## src/rtl/int_div_unit.sv

```systemverilog
// Iterative 32-bit integer divider (DIV/DIVU/REM/REMU): radix-2 restoring, one bit per cycle.
// Define DIV_FAST_SPECIAL_EN to resolve divide-by-zero and signed overflow directly from IDLE.
module int_div_unit #(
  parameter int unsigned XLEN = 32
) (
  input  logic            clk,
  input  logic            reset_n,
  input  logic            start_i,
  input  logic [1:0]      op_i,
  input  logic [XLEN-1:0] rs1_i,
  input  logic [XLEN-1:0] rs2_i,
  input  logic [4:0]      rd_i,
  input  logic            flush_i,
  input  logic            ready_i,
  output logic            busy_o,
  output logic            valid_o,
  output logic [XLEN-1:0] result_o,
  output logic [4:0]      rd_o
);

  typedef enum logic [1:0] {
    IDLE = 2'd0,
    CALC = 2'd1,
    DONE = 2'd2
  } state_t;

  state_t state_q, state_d;

  logic [4:0]      count_q;
  logic [XLEN:0]   rem_q;
  logic [XLEN-1:0] quo_q;
  logic [XLEN-1:0] div_q;
  logic [XLEN-1:0] rs1_q;
  logic [4:0]      rd_q;
  logic            is_rem_q;
  logic            neg_q_q;
  logic            neg_r_q;
  logic            dz_q;
  logic            ovf_q;

  // Operand preparation in IDLE
  logic            op_signed;
  logic [XLEN-1:0] abs_a;
  logic [XLEN-1:0] abs_b;
  logic            dz_in;
  logic            ovf_in;
  logic            fast_special;
  logic            accept;

  assign op_signed = ~op_i[0];
  assign abs_a     = (op_signed && rs1_i[XLEN-1]) ? -rs1_i : rs1_i;
  assign abs_b     = (op_signed && rs2_i[XLEN-1]) ? -rs2_i : rs2_i;
  assign dz_in     = (rs2_i == '0);
  assign ovf_in    = op_signed && (rs1_i == {1'b1, {(XLEN-1){1'b0}}}) && (rs2_i == '1);
  assign accept    = (state_q == IDLE) && start_i && !flush_i;

`ifdef DIV_FAST_SPECIAL_EN
  assign fast_special = dz_in || ovf_in;
`else
  assign fast_special = 1'b0;
`endif

  // One restoring step; the extra top bit makes the subtract's borrow visible
  logic [XLEN+1:0] rem_sh;
  logic [XLEN+1:0] diff;
  logic [XLEN:0]   rem_nxt;
  logic [XLEN-1:0] quo_nxt;

  always_comb begin
    rem_sh = {rem_q, quo_q[XLEN-1]};
    diff   = rem_sh - {2'b00, div_q};
    if (!diff[XLEN+1]) begin
      rem_nxt = diff[XLEN:0];
      quo_nxt = {quo_q[XLEN-2:0], 1'b1};
    end else begin
      rem_nxt = rem_sh[XLEN:0];
      quo_nxt = {quo_q[XLEN-2:0], 1'b0};
    end
  end

  always_ff @(posedge clk) begin
    if (!reset_n) begin
      state_q <= IDLE;
    end else begin
      state_q <= state_d;
    end
  end

  logic [XLEN-1:0] q_fix;
  logic [XLEN-1:0] r_fix;
  logic [XLEN-1:0] final_res;

  always_comb begin
    state_d = state_q;
    unique case (state_q)
      IDLE:    if (start_i) state_d = fast_special ? DONE : CALC;
      CALC:    if (count_q == 5'd31) state_d = DONE;
      DONE:    if (ready_i) state_d = IDLE;
      default: state_d = IDLE;
    endcase
    if (flush_i) state_d = IDLE;

    q_fix = neg_q_q ? -quo_q : quo_q;
    r_fix = neg_r_q ? -rem_q[XLEN-1:0] : rem_q[XLEN-1:0];
    if (dz_q) begin
      final_res = is_rem_q ? rs1_q : '1;
    end else if (ovf_q) begin
      final_res = is_rem_q ? '0 : {1'b1, {(XLEN-1){1'b0}}};
    end else begin
      final_res = is_rem_q ? r_fix : q_fix;
    end

    busy_o   = (state_q != IDLE);
    valid_o  = (state_q == DONE);
    result_o = '0;
    rd_o     = '0;
    if (state_q == DONE) begin
      result_o = final_res;
      rd_o     = rd_q;
    end
  end

  always_ff @(posedge clk) begin
    if (!reset_n) begin
      count_q  <= '0;
      rem_q    <= '0;
      quo_q    <= '0;
      div_q    <= '0;
      rs1_q    <= '0;
      rd_q     <= '0;
      is_rem_q <= 1'b0;
      neg_q_q  <= 1'b0;
      neg_r_q  <= 1'b0;
      dz_q     <= 1'b0;
      ovf_q    <= 1'b0;
    end else if (accept) begin
      count_q  <= '0;
      rem_q    <= '0;
      quo_q    <= abs_a;
      div_q    <= abs_b;
      rs1_q    <= rs1_i;
      rd_q     <= rd_i;
      is_rem_q <= op_i[1];
      neg_q_q  <= op_signed && (rs1_i[XLEN-1] ^ rs2_i[XLEN-1]);
      neg_r_q  <= op_signed && rs1_i[XLEN-1];
      dz_q     <= dz_in;
      ovf_q    <= ovf_in;
    end else if (state_q == CALC) begin
      count_q <= count_q + 5'd1;
      rem_q   <= rem_nxt;
      quo_q   <= quo_nxt;
    end
  end

endmodule
```

## config.mk

```make
export PLATFORM = sky130hd
export DESIGN_NAME = int_div_unit
export DESIGN_NICKNAME = d
export VERILOG_FILES = /design/src/rtl/int_div_unit.sv
export SDC_FILE = /design/constraint.sdc
export NUM_CORES = 1
export LEC_CHECK = 0
export BUFFER_PORTS_ARGS = -buffer_cell sky130_fd_sc_hd__buf_4
export CORE_MARGIN = 1.5
export CORE_UTILIZATION = 37
export DETAILED_ROUTE_END_ITERATION = 6
export PLACE_DENSITY = 0.63
export SETUP_SLACK_MARGIN = 0.2
export SLEW_MARGIN = 10
export SYNTH_ARGS = -nofsm -noshare
export SYNTH_HDL_FRONTEND = slang
export SYNTH_SLANG_ARGS = --single-unit
```

## constraint.sdc

```tcl
create_clock -name clk -period 8.8 [get_ports clk]
set_clock_uncertainty 0.05 [all_clocks]
set_input_delay 0.44 -clock clk [delete_from_list [all_inputs] [get_ports clk]]
set_output_delay 0.44 -clock clk [all_outputs]
set_load 0.03 [all_outputs]
```

==> impl_metrics.yaml <==
run_status:
  outcome: "complete, no violations"
drt:
  routed_wl_mm: 32.2
  dr.pass1.iters: 5
  avgRoutedWirePerCell_microns: 16.7
  detail_route.vias_per_cell: 5.53
  ant_nets: 0
  drt_drc_violations_left: 0
  vias: 10600
  first_iter_violations: 867
pwr:
  combPwrFrac_pct: 28.0
  swShare_pct: 33.9
  ir_drop_mv: 0.123
  power.leakage_nw: 4.79
  p_int_mw: 1.41
  pwr-share-seq_pct: 35.0
  p_switching_uw: 722
  power.density_nw_per_um2: 171
  pwr-share-clk_pct: 37.0
clocking:
  cts-root-buf: "clkbuf_16"
  worst_skew_pair.late_latency_ns: 0.44
  cts_resized: 0
  hold_buffers: 0
  h-tree-depth: 4
  cts_buffer_depth: 2
  post_cts_buffers: 0
  clkTransAtPathRegs_ns: 0.07
  cts_tree: "built"
  cts_sinks: 146
  cts_buffers: 17
critical_path:
  start_kind: "register"
  crit_arrival_ns: 3.58
  timing.rr.end: "rem_q[32]"
  crit_fanout: 6
  path_class: "reg2out"
  ff2ff_setup_slack_ns: 5.08
  worstRegToRegCells: 12
  end_kind: "output pin"
  r2r-start: "rem_q[15]"
  cp-startpoint: "quo_q[10]"
  crit_required_ns: 8.31
cells_and_area:
  drive_gt1_share_pct: 12.2
  stdcell_area_sq_um: 12400
  final_nets: 1644
  n_antenna_cell: 0
  syn2layout_area_growth_pct: 15.8
synth:
  ys_types: 71
  post-synth-top-area-fraction_pct: 27.2
  synth_edf_count: 0
  avgSynthCellArea_sq_um: 7.29
  synth.yosys.seq_area_share_pct: 27.2
  yosys_most_used_dff: "dfxtp_1"
  yosysMostFrequentCell: "nand2_1"
  synthTopCellsByCount: "210 x nand2_1, 164 x nor2_1, 153 x a21oi_1"
  yosys_register_bits: 146
  synth_nets: 1590
  synthesis.area_sq_um: 10700
  netlist.top_cell.by_area: "dfxtp_1"
  async_flop_share_pct: 0
  synth.area.top_cells: "dfxtp_1 27%, nand2_1 7.3%, a21oi_1 7.1%, xnor2_1 6.6%, nor2_1 5.7%"
  yosys_warnings: 0
  synthesis.instances: 1474
worst_hold_path:
  min_path_cells: 2
  min_to: "state_q[0]"
  hold_class: "in2reg"
  worstHoldStart: "flush_i"
sta:
  slew_violations: 0
  clock.fmax_mhz: 245
  timing.final.crit_share_pct: 46.3
  setup_viol: 0
  rsz0062_at_grt: "false"
  tightest_slew_ns: 1.13
  slew_headroom_pct: 24.2
  hold_slack_ns: 0.139
  final-hold-violation-count: 0
  tns_ns: 0
  fin_crit_ns: 4.07
global_route:
  grt_pass1_wl_mm: 52.2
  overflow: 0
  grt_antenna_before_repair: 0
  grt_max_degree: 99
  grt_pass1_vias: 9907
  grtUsageTotal_pct: 21.2
floorplanning:
  coreArea_sq_um: 28600
  die_h_microns: 173
  ios: 115
  num_rows: 62
  die_w_microns: 173
  start_util_pct: 37.5
  die_area_sq_um: 30100
placed_design:
  routabilityCongestion: 0.878
  portBuffers: 114
  place_area_sq_um: 11800
  dpl.hpwl_mm: 23.1
job:
  cap_violations: 0
per-layer routing:
metal	track usage, %	wire length [microns]	share of wire, %
met3	2.46	1280	4.0
met5	0	0	0
met2	35.8	15300	48
met1	27.8	14800	46
met4	7.90	837	2.6
per-stage QoR:
stage | cells | setup WS (ns) | utilization (%) | power (mW)
detailed placement | 1893 | 5.17 | 41.3 | 1.35
global placement | 1893 | 5.20 | 41.3 | 1.34
floorplan | 1474 | 5.60 | - | 1.19
global route | 1925 | 4.51 | 43.5 | 2.24
CTS | 1925 | 4.74 | 43.5 | 2.14
finish | 1925 | 4.73 | 43.5 | 2.13
power groups by stage:
stage	logic (mW)	registers, mW	clock network (mW)
2_1_floorplan	0.445	0.743	0
4_1_cts	0.594	0.744	0.800
6_report	0.596	0.745	0.788
3_3_place_gp	0.587	0.757	0
5_1_grt	0.663	0.750	0.829
3_5_place_dp	0.590	0.759	0
registers in the layout, summed over array words and instances (netlist names), 2 cells and up:
register,flops
rs1_q,32
rem_q,33
count_q,5
rd_q,5
quo_q,32
div_q,32
state_q,2
how the worst max path moves through the flow:
stage | endpoint | slack [ns] | cells after the start
after global routing | result_o[25] | 4.51 | 11
after floorplan | result_o[31] | 5.60 | 9
after detailed placement | rem_q[32] | 5.17 | 12
after CTS | result_o[31] | 4.74 | 10
after global placement | rem_q[32] | 5.20 | 12
final | result_o[25] | 4.73 | 11
placed cells by master (no fill, tap or decap), types with 17 or more instances in the layout:
| cell | synthesis | layout |
|---|---|---|
| nand2_1 | 210 | 210 |
| nor2_1 | 164 | 164 |
| a21oi_1 | 153 | 153 |
| dfxtp_1 | 146 | 145 |
| buf_4 | 0 | 126 |
| o21ai_0 | 92 | 92 |
| xnor2_1 | 81 | 80 |
| xor2_1 | 56 | 56 |
| inv_1 | 48 | 48 |
| a211oi_1 | 44 | 44 |
| ha_1 | 39 | 39 |
| mux2i_1 | 30 | 30 |
| o22ai_1 | 26 | 26 |
| nor3_1 | 24 | 24 |
| o31ai_1 | 23 | 23 |
| a311oi_1 | 21 | 21 |
| or3_1 | 20 | 20 |
| clkbuf_16 | 0 | 17 |
worst max-delay path, cell delays in order (launching register included):
cell and delay (ns):
dfxtp_1 0.37, or4_1 0.58, nor3_1 0.40, nand4_1 0.25, nor3_1 0.32, nand2b_1 0.17, xnor2_1 0.13, nor2_1 0.06
a211oi_1 0.42, o22ai_1 0.16, nor2_1 0.11, buf_4 0.16
logic make-up after synthesis:
logic type,share of synthesized area (%)
xor gates and xnor gates,11.2
adders and majority gates,4.73
DFF,27.2
buffers and inverters,5.18
muxes,2.80
and+or+nand+nor,22.7
AOI/OAI and AO/OA,26.2
cell type report:
type | count | area (sq um)
Clock buffer | 17 | 425
Clock inverter | 15 | 196
Fill cell | 2943 | 16200
Inverter | 49 | 184
Multi-Input combinational cell | 1188 | 7280
Sequential cell | 146 | 2920
Tap cell | 384 | 480
Timing Repair Buffer | 126 | 946
Note: power is estimated with default switching activity, not from simulation.
